<file path="src/rtl/fetch_unit.sv">
// Fetch stage: PC register, branch-target LUT and IDLE/RUN/HALT run control.
// One instruction per unstalled cycle; ALUOp/Valid combinational, PC/Done registered; Stall freezes PC and state.
module fetch_unit #(
  parameter int PC_W      = 10,
  parameter int INSTR_W   = 9,
  parameter int OP_W      = 3,
  parameter int LUT_IDX_W = 5,
  parameter logic [INSTR_W-1:0] HALT_INSTR = {INSTR_W{1'b1}}
) (
  input  logic                 Clk,
  input  logic                 Reset,
  input  logic                 Start,
  input  logic                 Stall,
  input  logic [INSTR_W-1:0]   InstrIn,
  input  logic                 Branch,
  input  logic                 Cond,
  input  logic                 LutWe,
  input  logic [LUT_IDX_W-1:0] LutAddr,
  input  logic [PC_W-1:0]      LutData,
  output logic [PC_W-1:0]      PC,
  output logic [OP_W-1:0]      ALUOp,
  output logic                 Valid,
  output logic                 Done
);

  typedef enum logic [1:0] {IDLE, RUN, HALT} state_t;

  state_t                 state, state_nxt;
  logic [PC_W-1:0]        pc_nxt;
  logic                   done_nxt;
  logic [PC_W-1:0]        lut [2**LUT_IDX_W];
  logic [LUT_IDX_W-1:0]   lut_idx;

  assign lut_idx = InstrIn[LUT_IDX_W-1:0];
  assign ALUOp   = InstrIn[INSTR_W-1 -: OP_W];
  assign Valid   = (state == RUN) && !Stall;

  // Halt outranks branch; a stalled cycle evaluates neither.
  always_comb begin
    state_nxt = state;
    pc_nxt    = PC;
    done_nxt  = 1'b0;
    case (state)
      IDLE, HALT: begin
        if (Start) begin
          state_nxt = RUN;
          pc_nxt    = '0;
        end
      end
      RUN: begin
        if (!Stall) begin
          if (InstrIn == HALT_INSTR) begin
            state_nxt = HALT;
            done_nxt  = 1'b1;
          end else if (Branch && Cond) begin
            pc_nxt = lut[lut_idx];
          end else begin
            pc_nxt = PC + PC_W'(1);
          end
        end
      end
      default: begin
        state_nxt = IDLE;
        pc_nxt    = '0;
      end
    endcase
  end

  always_ff @(posedge Clk or negedge Reset) begin
    if (!Reset) begin
      state <= IDLE;
      PC    <= '0;
      Done  <= 1'b0;
    end else begin
      state <= state_nxt;
      PC    <= pc_nxt;
      Done  <= done_nxt;
    end
  end

  // Branch reads this cycle's contents, so a same-edge write lands one cycle later.
  always_ff @(posedge Clk or negedge Reset) begin
    if (!Reset) begin
      for (int i = 0; i < 2**LUT_IDX_W; i++) lut[i] <= '0;
    end else if (LutWe) begin
      lut[LutAddr] <= LutData;
    end
  end

endmodule
</file>
<file path="config.mk">
export PLATFORM = sky130hd
export DESIGN_NAME = fetch_unit
export DESIGN_NICKNAME = d
export VERILOG_FILES = /design/src/rtl/fetch_unit.sv
export SDC_FILE = /design/constraint.sdc
export NUM_CORES = 1
export LEC_CHECK = 0
export ABC_AREA = 1
export BUFFER_PORTS_ARGS = -buffer_cell sky130_fd_sc_hd__buf_2
export CORE_UTILIZATION = 25
export CTS_BUF_LIST = sky130_fd_sc_hd__clkbuf_4
export DETAILED_ROUTE_END_ITERATION = 8
export GPL_ROUTABILITY_DRIVEN = 0
export SLEW_MARGIN = 10
export SYNTH_ARGS = -nofsm -noshare
export SYNTH_HDL_FRONTEND = slang
export SYNTH_SLANG_ARGS = --single-unit
</file>
<file path="constraint.sdc">
create_clock -name Clk -period 3.3 [get_ports Clk]
set_input_delay 0.66 -clock Clk [delete_from_list [all_inputs] [get_ports Clk]]
set_output_delay 0.66 -clock Clk [all_outputs]
set_load 0.005 [all_outputs]
</file>
-- Word level (Yosys, flattened, before mapping)
Cells that the tools add are included.
- bits of input ports: 31
- register bits: 333
- word-level logic and storage cells: 74
- output and inout bits: 15
- reductions and logical operators: 8
- eq/ne operators: 7
- muxes and demuxes: 18
- add/sub/neg operators: 1
- bitwise logic cells: 2
- $lt $le $gt $ge: 3
- operator list (cell ; count):
    $bwmux W320 ; 1
    $mux W10 ; 7
    $bmux W10 S5 ; 1
    $demux W10 S5 ; 1
    $pmux W10 S2 ; 1
    $ge A6 B6 Y1 const B ; 2
    $not A5 Y6 ; 2
    $add A10 B1 Y10 const B ; 1
    $eq A9 B9 Y1 const B ; 1
    $lt A6 B1 Y1 const B ; 1
    $mux W2 ; 3
    $ne A2 B2 Y1 const B ; 3
    $reduce_and A3 Y1 ; 2
    $pmux W2 S2 ; 1
    $logic_and A1 B1 Y1 ; 3
    $mux W1 ; 3
    $eq A2 B1 Y1 const B ; 1
    $eq A2 B2 Y1 const B ; 1
    $logic_not A2 Y1 ; 1
    $ne A2 B1 Y1 const B ; 1
    $reduce_or A2 Y1 ; 1
    $logic_not A1 Y1 ; 1

-- Longest topological paths before layout
- word-level depth: 8
- mapped depth: 14
- depth with buffers taken out: 13

-- Worst setup path after synthesis
No wires, ideal clock.
- path kind: input -> register
- start point: input port InstrIn[3]
- end point: register PC[6]
- buffers on the path: 2
- data required time: 3.184 ns
- setup slack: 1.501 ns
- arrival time: 1.682 ns
- setup time: 0.116 ns
- stages on the path: 10
- cell sequence: buf_2 -> inv_1 -> clkbuf_1 -> o21ai_0 -> nor2_1 -> nand2_1 -> nand3_1 -> nand3_1 -> nand2_1 -> nand2_1
- word-level cells in the longest chain between the ends: 8
- elaborated cells on any way between the ends: 11
- classes of those cells: eq/ne (2); mux (7); bitwise (1); reduce/logical (1)
- RTL lines (what ; RTL line ; text):
    from (decl) ; 14 ; input logic [INSTR_W-1:0] InstrIn,
    $not A5 Y6 (not written as such) ; 56 ; pc_nxt = lut[lut_idx];
    $bmux W10 S5 ; 56 ;
    $mux W10 (not written as such) (2 in series) ; 56 ;
    $mux W10 ; 55 ; end else if (Branch && Cond) begin
    $mux W10 ; 52 ; if (InstrIn == HALT_INSTR) begin
    $mux W10 ; 51 ; if (!Stall) begin
    $pmux W10 S2 ; 43 ; case (state)
    to (signal assigned) ; 76 ; PC <= pc_nxt;
    to (decl) ; 20 ; output logic [PC_W-1:0] PC,
Parallel ways exist; a longest one is shown, timed or not. The select of a mux whose other input is x is not followed.
A chain may end at the register's enable or synchronous reset.

-- Worst setup path after layout
- start point: register state[0]
- end point: output port Valid
- word-level cells in the longest chain between the ends: 2
- RTL lines (what ; RTL line ; text):
    from (decl) ; 28 ; state_t state, state_nxt;
    from (signal assigned) ; 75 ; state <= state_nxt;
    $eq A2 B1 Y1 ; 36 ; assign Valid = (state == RUN) && !Stall;
    $logic_and A1 B1 Y1 ; 36 ;
    to (decl) ; 22 ; output logic Valid,
No other way between the ends.

==> results_dict.tcl <==
set metrics [dict create \
    die-area_sq_um 62310 \
    seqCellArea_sq_um 8333 \
    final_area_sq_um 17590 \
    drt_pass1_iterations 5 \
    finalHoldViolations 0 \
    drc 0 \
    finalMaxSlewViolations 0 \
    vias_per_cell 4.767 \
    placed_cell_area_sq_um 16380 \
    row_count 90 \
    multi_input_area_sq_um 6151 \
    cp-start-kind "flip-flop" \
    cts.sinks 333 \
    synth.distinct_cells 26 \
    ys.flop_type "dfrtp_1" \
    period_minus_slack_ns 2.341 \
    syn-num-nets 1980 \
    numCtsBuffers 89 \
    slew_headroom 0.4461 \
    ctsHtreeMaxLevel 3 \
    setup_viol 0 \
    routed_wl_microns 46930 \
    tritoncts "yes" \
    hold_class "in -> reg" \
    clk_latency_ns 0.80 \
    syn_to_final_growth_pct 14.77 \
    start_util 0.2535 \
    fillers 6420 \
    pre_cts_slack_ns 0.6553 \
    final_nets 2015 \
    ys_seq_area_frac 0.5436 \
    die_width_microns 249.6 \
    fmax_mhz 427.1 \
    setup_slack_ns 0.9586 \
    path_class "reg -> out" \
    die_y_microns 249.6 \
    clockBufferDepth 3 \
    syn-cell-area_sq_um 15330 \
    synth_edf_count 0 \
    endpoint_kind "output pin" \
    clk_pin_slew_ns 0.07 \
    grt_overflow 0 \
    worstRegToRegCells 10 \
    ios 46 \
    antenna_found_initial 9 \
    port_buffers 45 \
    yosys_register_bits 333 \
    cp.required_ns 2.64 \
    cp_max_fo 4 \
    final_antenna_net_count 0 \
    peakVddDrop_v 0.0002232 \
    finClkSkew_ns 0.05731 \
    p_per_area_nw_per_um2 631.1 \
    drv_cap 0 \
    grt_pass1_wl_microns 74320 \
    crit_arrival_ns 1.68 \
    grt_start_max_net_pins 80 \
    whs_path_depth 2 \
    ys_async_sr_fraction 1.000 \
    route.vias.total 13510 \
    core-area_sq_um 60470 \
    leakagePower_nw 8.337 \
    dpl.hpwl_microns 29630 \
    setup_tns_ns 0 \
    avgSynthCellArea_sq_um 7.869 \
    yosysWarnings 0 \
    clockRootBuffer "clkbuf_4" \
    wl_per_cell_microns 16.56 \
    grtUsageTotal 0.1511 \
    tightestPinTransition_ns 0.8300 \
    drt_iter0_markers 1326 \
    whs_ns 0.09667 \
    final_layout_size_suffix_gt1_frac 0.1225 \
    synthCells 1948 \
    finalCritPeriodShare 0.7095 \
    grt_setup_unrepaired "false" \
    status "completed" \
    grt_pass1_vias 13160 \
]
-- final timing paths --
check                                     start                    to  slack (ns)
setup / recovery           state[0]$_DFFE_PN0P_                 Valid        0.96
hold / removal                            Stall        Done$_DFF_PN0_         0.1
setup reg to reg              PC[4]$_DFFE_PN0P_     PC[7]$_DFFE_PN0P_        1.62
hold reg to reg             lut[93]$_DFFE_PN0P_   lut[93]$_DFFE_PN0P_        0.48
max in group asynchronous                 Reset  lut[316]$_DFFE_PN0P_        1.94
min in group asynchronous                 Reset  lut[177]$_DFFE_PN0P_        0.50
-- per-layer routing --
layer | up-vias | GRT usage | routed length, microns
li1 | 6469 | - | -
met1 | 6413 | 0.2068 | 21320
met2 | 518 | 0.2262 | 20490
met3 | 99 | 0.04360 | 3855
met4 | 10 | 0.05256 | 1198
met5 | - | 0 | 63
-- synth_stat cells (all sizes together), types with 2 or more instances --
library cell	number	share of area
nand3	142	0.046
o211ai	8	0.0039
a21boi	7	0.0034
xor2	3	0.0017
nand2	734	0.18
dfrtp	333	0.54
nor3	10	0.0033
clkinv	3	0.00073
o21ai	338	0.11
nand4	4	0.0016
inv	50	0.012
clkbuf	107	0.026
nor2	55	0.014
o22ai	7	0.0029
buf	50	0.017
nor4	2	0.00082
a21oi	89	0.029
-- report_power, final --
| group | internal (W) | total [W] | switching (W) | leakage, nW |
|---|---|---|---|---|
| sequential | 0.00488 | 0.00538 | 0.000500 | 4.30 |
| clock | 0.00212 | 0.00387 | 0.00175 | 0.708 |
| combinational | 0.000690 | 0.00186 | 0.00117 | 3.33 |
| total | 0.00769 | 0.0111 | 0.00341 | 8.34 |
-- what timing repair did --
action,CTS,global route
hold endpoints to repair,74,0
setup endpoints to repair,0,0
gates resized for setup,0,0
hold buffers,1,0
buffers inserted,0,0
-- critical path, stage by stage (launching register included) --
cell and delay (ns):
dfrtp_1 0.37, inv_1 0.05, nor2_1 0.21, inv_1 0.09, nor2_1 0.10, buf_2 0.13
-- per-stage QoR --
stage | cells | utilization | total power (W)
detailed placement | 2673 | 0.2708 | 0.007294
global route | 2834 | 0.2909 | 0.01180
floorplan | 1948 | - | 0.006571
global placement | 2673 | 0.2708 | 0.007221
finish | 2834 | 0.2909 | 0.01110
CTS | 2831 | 0.2908 | 0.01121
-- final cells by class --
type                       instances  area share
clock inverter                    20    0.009672
tap                              782     0.05561
inverter                          53     0.01145
multi-input combinational       1405      0.3496
sequential                       333      0.4737
clock buffer                     137     0.05846
antenna                            3   0.0004267
timing repair buffer             101     0.04111
-- flip-flops by register name (all words and copies together), names as in the netlist --
register	count
Done	1
lut	320
state	2
PC	10
-- cells in the final DEF, fill, tap and decap left out, types with 2 or more instances in the layout --
cell	instances
a21boi_0	7
clkinv_1	15
buf_4	51
nand4_1	4
bufinv_16	3
buf_12	5
a21oi_1	89
o211ai_1	8
o21ai_0	338
xor2_1	3
clkinv_4	2
o22ai_1	7
nor2_1	54
clkinv_2	2
nand3_1	142
nand2_1	734
nor3_1	10
diode_2	3
dfrtp_1	333
inv_1	49
nor4_2	2
buf_2	43
clkbuf_4	137
-- kinds of logic after synthesis --
kind of cell | Yosys count | share of synthesized area
and+or+nand+nor | 949 | 0.2467
AOI/OAI and AO/OA | 451 | 0.1507
DFF | 333 | 0.5436
buffers and inverters | 210 | 0.05591
xor gates and xnor gates | 4 | 0.002286
adders and majority gates | 1 | 0.0008161
Power figures use the tool's default switching activity.
